==> config.mk <==
export PLATFORM = sky130hd
export DESIGN_NAME = nerv_mem_arbiter
export DESIGN_NICKNAME = d
export VERILOG_FILES = /design/src/rtl/nerv_arb_pkg.sv /design/src/rtl/nerv_arb_watchdog.sv /design/src/rtl/nerv_mem_arbiter.sv
export SDC_FILE = /design/constraint.sdc
export NUM_CORES = 1
export LEC_CHECK = 0
export ABC_AREA = 0
export CORE_MARGIN = 5
export CORE_UTILIZATION = 31
export DETAILED_ROUTE_END_ITERATION = 8
export PLACE_DENSITY_LB_ADDON = 0.15
export SYNTH_ARGS = -nofsm -noshare
export SYNTH_HDL_FRONTEND = slang
export SYNTH_SLANG_ARGS = --single-unit
export TNS_END_PERCENT = 1
==> constraint.sdc <==
create_clock -name clock -period 2.44 [get_ports clock]
set_clock_uncertainty 0.15 [all_clocks]
set_input_delay 0.61 -clock clock [delete_from_list [all_inputs] [get_ports clock]]
set_output_delay 0.61 -clock clock [all_outputs]
set_load 0.02 [all_outputs]
==> src/rtl/nerv_arb_pkg.sv <==
// Shared types and constants for the nerv single-port memory arbiter.
package nerv_arb_pkg;

    typedef enum logic [1:0] {
        ARB_ISSUE = 2'd0,
        ARB_DMEM  = 2'd1,
        ARB_IMEM  = 2'd2
    } arb_state_e;

    localparam logic [31:0] NOP_INSN  = 32'h0000_0013;
    localparam int          TIMEOUT_W = 8;

    function automatic logic [31:0] word_addr(input logic [31:0] a);
        return a & ~32'h0000_0003;
    endfunction

endpackage

==> src/rtl/nerv_arb_watchdog.sv <==
// Counts consecutive memory wait cycles and flags the cycle in which an access must be aborted.
module nerv_arb_watchdog
    import nerv_arb_pkg::*;
#(
    parameter int LIMIT = 255
) (
    input  logic clk,
    input  logic rst_n,
    input  logic wait_i,
    input  logic clear_i,
    output logic expire_o
);

    localparam logic [TIMEOUT_W-1:0] LAST = TIMEOUT_W'(LIMIT - 1);

    logic [TIMEOUT_W-1:0] cnt_q, cnt_d;

    always_comb begin
        cnt_d = cnt_q;
        if (clear_i) begin
            cnt_d = '0;
        end else if (wait_i) begin
            cnt_d = cnt_q + TIMEOUT_W'(1);
        end
    end

    // Expiry fires on the LIMIT-th wait cycle; a ready in that cycle suppresses it.
    assign expire_o = wait_i && (cnt_q == LAST);

    always_ff @(posedge clk or negedge rst_n) begin
        if (!rst_n) begin
            cnt_q <= '0;
        end else begin
            cnt_q <= cnt_d;
        end
    end

endmodule

==> src/rtl/nerv_mem_arbiter.sv <==
// Serialises nerv fetch and load/store requests onto one variable-latency memory port, data access first.
module nerv_mem_arbiter
    import nerv_arb_pkg::*;
#(
    parameter int MEM_ADDR_WIDTH = 16,
    parameter int TIMEOUT_CYCLES = 255
) (
    input  logic        clock,
    input  logic        resetn,
    input  logic        stall_in,
    output logic        stall,
    input  logic [31:0] imem_addr,
    output logic [31:0] imem_data,
    input  logic        dmem_valid,
    input  logic [31:0] dmem_addr,
    input  logic [3:0]  dmem_wstrb,
    input  logic [31:0] dmem_wdata,
    output logic [31:0] dmem_rdata,
    output logic        mem_valid,
    input  logic        mem_ready,
    output logic [31:0] mem_addr,
    output logic [3:0]  mem_wstrb,
    output logic [31:0] mem_wdata,
    input  logic [31:0] mem_rdata,
    output logic        bus_err
);

    arb_state_e  state_q, state_d;
    logic [31:0] iaddr_q, iaddr_d;
    logic        oor_q, oor_d;
    logic [31:0] imem_data_q, imem_data_d;
    logic [31:0] dmem_rdata_q, dmem_rdata_d;
    logic        mem_valid_q, mem_valid_d;
    logic [31:0] mem_addr_q, mem_addr_d;
    logic [3:0]  mem_wstrb_q, mem_wstrb_d;
    logic [31:0] mem_wdata_q, mem_wdata_d;
    logic        bus_err_q, bus_err_d;
    logic        advance;
    logic        expire;
    logic        mem_wait;

    function automatic logic addr_oor(input logic [31:0] a);
        return (a >> MEM_ADDR_WIDTH) != 32'd0;
    endfunction

    assign mem_wait = mem_valid_q && !mem_ready;

    nerv_arb_watchdog #(
        .LIMIT(TIMEOUT_CYCLES)
    ) u_watchdog (
        .clk     (clock),
        .rst_n   (resetn),
        .wait_i  (mem_wait),
        .clear_i (advance),
        .expire_o(expire)
    );

    always_comb begin
        state_d      = state_q;
        iaddr_d      = iaddr_q;
        oor_d        = oor_q;
        imem_data_d  = imem_data_q;
        dmem_rdata_d = dmem_rdata_q;
        mem_valid_d  = mem_valid_q;
        mem_addr_d   = mem_addr_q;
        mem_wstrb_d  = mem_wstrb_q;
        mem_wdata_d  = mem_wdata_q;
        bus_err_d    = bus_err_q;
        advance      = 1'b0;

        case (state_q)
            ARB_ISSUE: begin
                if (!stall_in) begin
                    iaddr_d = imem_addr;
                    if (dmem_valid) begin
                        state_d     = ARB_DMEM;
                        oor_d       = addr_oor(dmem_addr);
                        mem_valid_d = !addr_oor(dmem_addr);
                        mem_addr_d  = word_addr(dmem_addr);
                        mem_wstrb_d = dmem_wstrb;
                        mem_wdata_d = dmem_wdata;
                    end else begin
                        state_d     = ARB_IMEM;
                        oor_d       = 1'b0;
                        mem_valid_d = 1'b1;
                        mem_addr_d  = word_addr(imem_addr);
                        mem_wstrb_d = 4'b0000;
                    end
                end
            end

            ARB_DMEM: begin
                // An out-of-range access never reaches the bus and is reported like a timeout.
                if (oor_q || expire) begin
                    bus_err_d    = 1'b1;
                    dmem_rdata_d = '0;
                    advance      = 1'b1;
                end else if (mem_ready) begin
                    dmem_rdata_d = (mem_wstrb_q == 4'b0000) ? mem_rdata : '0;
                    advance      = 1'b1;
                end
                if (advance) begin
                    state_d     = ARB_IMEM;
                    oor_d       = 1'b0;
                    mem_valid_d = 1'b1;
                    mem_addr_d  = word_addr(iaddr_q);
                    mem_wstrb_d = 4'b0000;
                end
            end

            ARB_IMEM: begin
                if (mem_ready) begin
                    imem_data_d = mem_rdata;
                    advance     = 1'b1;
                end else if (expire) begin
                    imem_data_d = NOP_INSN;
                    bus_err_d   = 1'b1;
                    advance     = 1'b1;
                end
                if (advance) begin
                    state_d     = ARB_ISSUE;
                    mem_valid_d = 1'b0;
                end
            end

            default: begin
                state_d     = ARB_ISSUE;
                mem_valid_d = 1'b0;
            end
        endcase
    end

    always_ff @(posedge clock or negedge resetn) begin
        if (!resetn) begin
            state_q      <= ARB_ISSUE;
            iaddr_q      <= '0;
            oor_q        <= 1'b0;
            imem_data_q  <= '0;
            dmem_rdata_q <= '0;
            mem_valid_q  <= 1'b0;
            mem_addr_q   <= '0;
            mem_wstrb_q  <= '0;
            mem_wdata_q  <= '0;
            bus_err_q    <= 1'b0;
        end else begin
            state_q      <= state_d;
            iaddr_q      <= iaddr_d;
            oor_q        <= oor_d;
            imem_data_q  <= imem_data_d;
            dmem_rdata_q <= dmem_rdata_d;
            mem_valid_q  <= mem_valid_d;
            mem_addr_q   <= mem_addr_d;
            mem_wstrb_q  <= mem_wstrb_d;
            mem_wdata_q  <= mem_wdata_d;
            bus_err_q    <= bus_err_d;
        end
    end

    assign stall      = stall_in | (state_q != ARB_ISSUE);
    assign imem_data  = imem_data_q;
    assign dmem_rdata = dmem_rdata_q;
    assign mem_valid  = mem_valid_q;
    assign mem_addr   = mem_addr_q;
    assign mem_wstrb  = mem_wstrb_q;
    assign mem_wdata  = mem_wdata_q;
    assign bus_err    = bus_err_q;

endmodule
==> key figures <==
Worst setup path
  – Worst-path maximum fanout: 3
  – Worst Path Buf+Inv: 1
  – Reg-to-reg endpoint: mem_addr[3]
  – R2R setup slack: ~0.4 ns
  – R2R Path Start: state_q[1]
  – Critical Path End Type: primary output
  – CP max-delay cell: clkdlybuf4s50_1
  – CP required: 1.68 ns
  – R2R depth: 6
  – Worst Path Arrival: 1.46 ns
  – CP max stage delay: 0.64 ns
  – CP top delay family: buffers and inverters
  – CP Class: register to primary output
  – Crit-path cells: clkdlybuf4s50_1
  – Setup crit start kind: register

Hold path
  – Critical hold path startpoint: iaddr_q[5]
  – Hold EP: iaddr_q[5]
  – Worst Hold Depth: 2
  – Worst Hold Class: register to register

Route
  – Vias per cell: between 4 and 5
  – 1st-pass router iterations: 4
  – Final ANT Viol Nets: 0
  – DR WL/cell: about 18 um
  – DRC: 0
  – 1st-iter DRT viols: ~300
  – Drt total wl: approximately 22 mm
  – Via count: 5727

Clocking
  – Clk_lat worst skew: ~0.41 ns
  – CTS tree: yes
  – Clock sinks: between 150 and 200
  – Clock-pin slew on the worst setup and hold paths: around 0.070 ns
  – Setup bufs post-CTS: 0
  – Clk buf depth: 2
  – CTS buffer count: 17
  – CTS root buffer: clkbuf_16
  – H-Tree Depth: 4

Yosys
  – Synthesized area: 7740 um2
  – Leading area contributor after synthesis: dfrtp_1
  – Post-synth top cells: dfrtp_1, nand2_1, mux2_2
  – Warning count from the yosys run: 0
  – Top-area cell type share of the netlist area: 55.9%
  – Synth Instances: roughly 640
  – Syn_area_per_cell: roughly 12 um2
  – Main flop type after synthesis: dfrtp_1
  – Post-synthesis sequential area ratio: between 50% and 60%
  – Number of flops mapped to enable cells by yosys: 0
  – Dominant cell by count in the synthesized netlist: dfrtp_1
  – Asr flop ratio synth: 100%
  – Cell variety after synth: roughly 40
  – Synth area leaders: dfrtp_1, nand2_1, mux2_4, mux2_2, mux2i_1
  – Yosys reg bits: approximately 170

Cells and area
  – Fill cells: approximately 2300
  – Final nets: 1054
  – Ant. Diodes: 0
  – Fin area: between 10000 and 15000 um2
  – Share of cells above drive strength 1: ~16%
  – P&R area growth vs syn: 49.4%

Global route
  – Gr ovfl total: 0
  – Pin count of the biggest net entering global routing: 59
  – First-pass GRT wire length: around 34 mm
  – Initial antenna violation count: 0
  – Number of global-route vias before repair: 5874
  – Overall routing resource usage: between 10% and 20%

Pwr
  – Static leakage: 0.00531 uW
  – Max VDD drop: between 0.4 and 0.5 mV
  – Total power: around 15000 uW
  – PwrDens: around 1300 nW/um2

STA
  – Final worst-path cycle share: 91.1%
  – FMAX: 450 MHz
  – Worst hold slack: about 0.32 ns
  – Count of pins over their slew limit: 0
  – RSZ-0062 raised after global routing: false
  – Setup violators final: 0
  – Minimum clock period: 2.22 ns
  – Fin. Hold Viols: 0

Placed design
  – IO buf count: approximately 270
  – Final HPWL DP: 15.7 mm
  – Post-DP Area: around 11000 um2
  – Routability cong.: between 0.7 and 0.8

Die
  – Area of the core: ~24000 um2
  – Die W: roughly 170 um
  – Row count: 57
  – Die height: about 170 um
  – Die area: between 20000 and 30000 um2
  – Top Ports: 272
  – Initial Util: between 30% and 40%

Job
  – Max_cap viols: 0

Outcome
  – Status: complete, no violations
==> where the power goes <==
group | switching [uW] | internal [uW] | leakage (uW)
logic | 3410 | 3610 | 0.00285
clock network | 1220 | 1770 | 0.000312
registers | 711 | 4160 | 0.00215
total | 5340 | 9540 | 0.00531
==> cell type report <==
class                   count  area [um2]  area share, %
well taps                 324         405           3.50
repair buffers            293        2990           25.9
multi-input cells         417        3160           27.3
flip-flops and latches    173        4330           37.4
inverters                  10        37.5          0.325
clock inverters            13         203           1.75
clock buffers              18         439           3.80
==> what timing repair did <==
item                                    4_1_cts  5_1_grt
endpoints found under the setup margin        1        1
pin swaps                                     0        0
resized for setup                             5        3
hold buffers                                  1        0
hold endpoints to repair                     31        0
==> worst reg2reg max path: cells and delay by family, from the launching register on <==
family / cells / cell delay (ns)
muxes: 1 / 0.36
AOI/OAI and AO/OA: 1 / 0.22
and+or+nand+nor: 1 / 0.14
DFF: 1 / 0.39
buffers and inverters: 2 / 0.30
adders and majority gates: 1 / 0.37
==> cells by family after synthesis <==
group	count (synthesis)	synth area share [%]
AO/OA/AOI/OAI	75	7.13
XOR/XNOR	7	0.792
adder cells (fa/ha/maj)	5	0.808
buffers and inverters	52	3.73
flip-flops	173	55.9
multiplexers	129	19.7
other	1	0.0484
AND/OR/NAND/NOR	199	11.9
==> through the flow <==
step,std cells,util (%),setup TNS [ns],worst slack (ns)
floorplan,642,-,0,0.313
global placement,1216,44.6,-0.201,-0.164
detailed placement,1216,44.6,-0.159,-0.159
CTS,1248,47.3,0,0.00414
global route,1248,47.3,0,0.130
finish,1248,47.3,0,0.216
==> per-layer routing <==
layer  global-route usage, %  share of wire, %  wire (um)  vias to the layer above
met5                       0                 0          0                        -
met4                    3.63              0.88        194                        0
met3                    4.69               6.7       1470                       12
met2                    24.4                47      10400                      164
met1                    20.3                45       9950                     2785
li1                        -                 -          -                     2766
==> registers in the layout (all words and copies together) (netlist names) <==
name,flops
mem_wdata,32
mem_addr,30
dmem_rdata,32
state_q,2
u_watchdog.cnt_q,8
oor_q,1
imem_data,32
mem_wstrb,4
mem_valid,1
bus_err,1
iaddr_q,30
==> cells in the final DEF, fill, tap and decap left out, types with 4 or more instances in the layout <==
master and n:
inv_1 8, mux2_2 39, nor4_1 4, buf_4 16
clkdlybuf4s50_1 262, o21ai_0 30, nand4_1 5, mux2_4 30
mux2i_1 34, inv_6 4, buf_12 11, clkbuf_16 17
bufinv_16 4, a22o_1 29, nand2_1 132, xor2_1 6
dfrtp_1 173, nor2_1 9, and3_1 34, mux2_1 26
==> worst max path at each step <==
stage / start / endpoint / slack [ns] / cells past startpoint
final: mem_wstrb[2] / mem_wstrb[2] / 0.22 / 1
after global routing: state_q[0] / stall / 0.13 / 5
after CTS: state_q[1] / stall / 0.004 / 5
after floorplan: state_q[0] / stall / 0.31 / 6
after global placement: stall_in / stall / -0.16 / 4
after detailed placement: stall_in / stall / -0.16 / 4
Power figures use the tool's default switching activity.
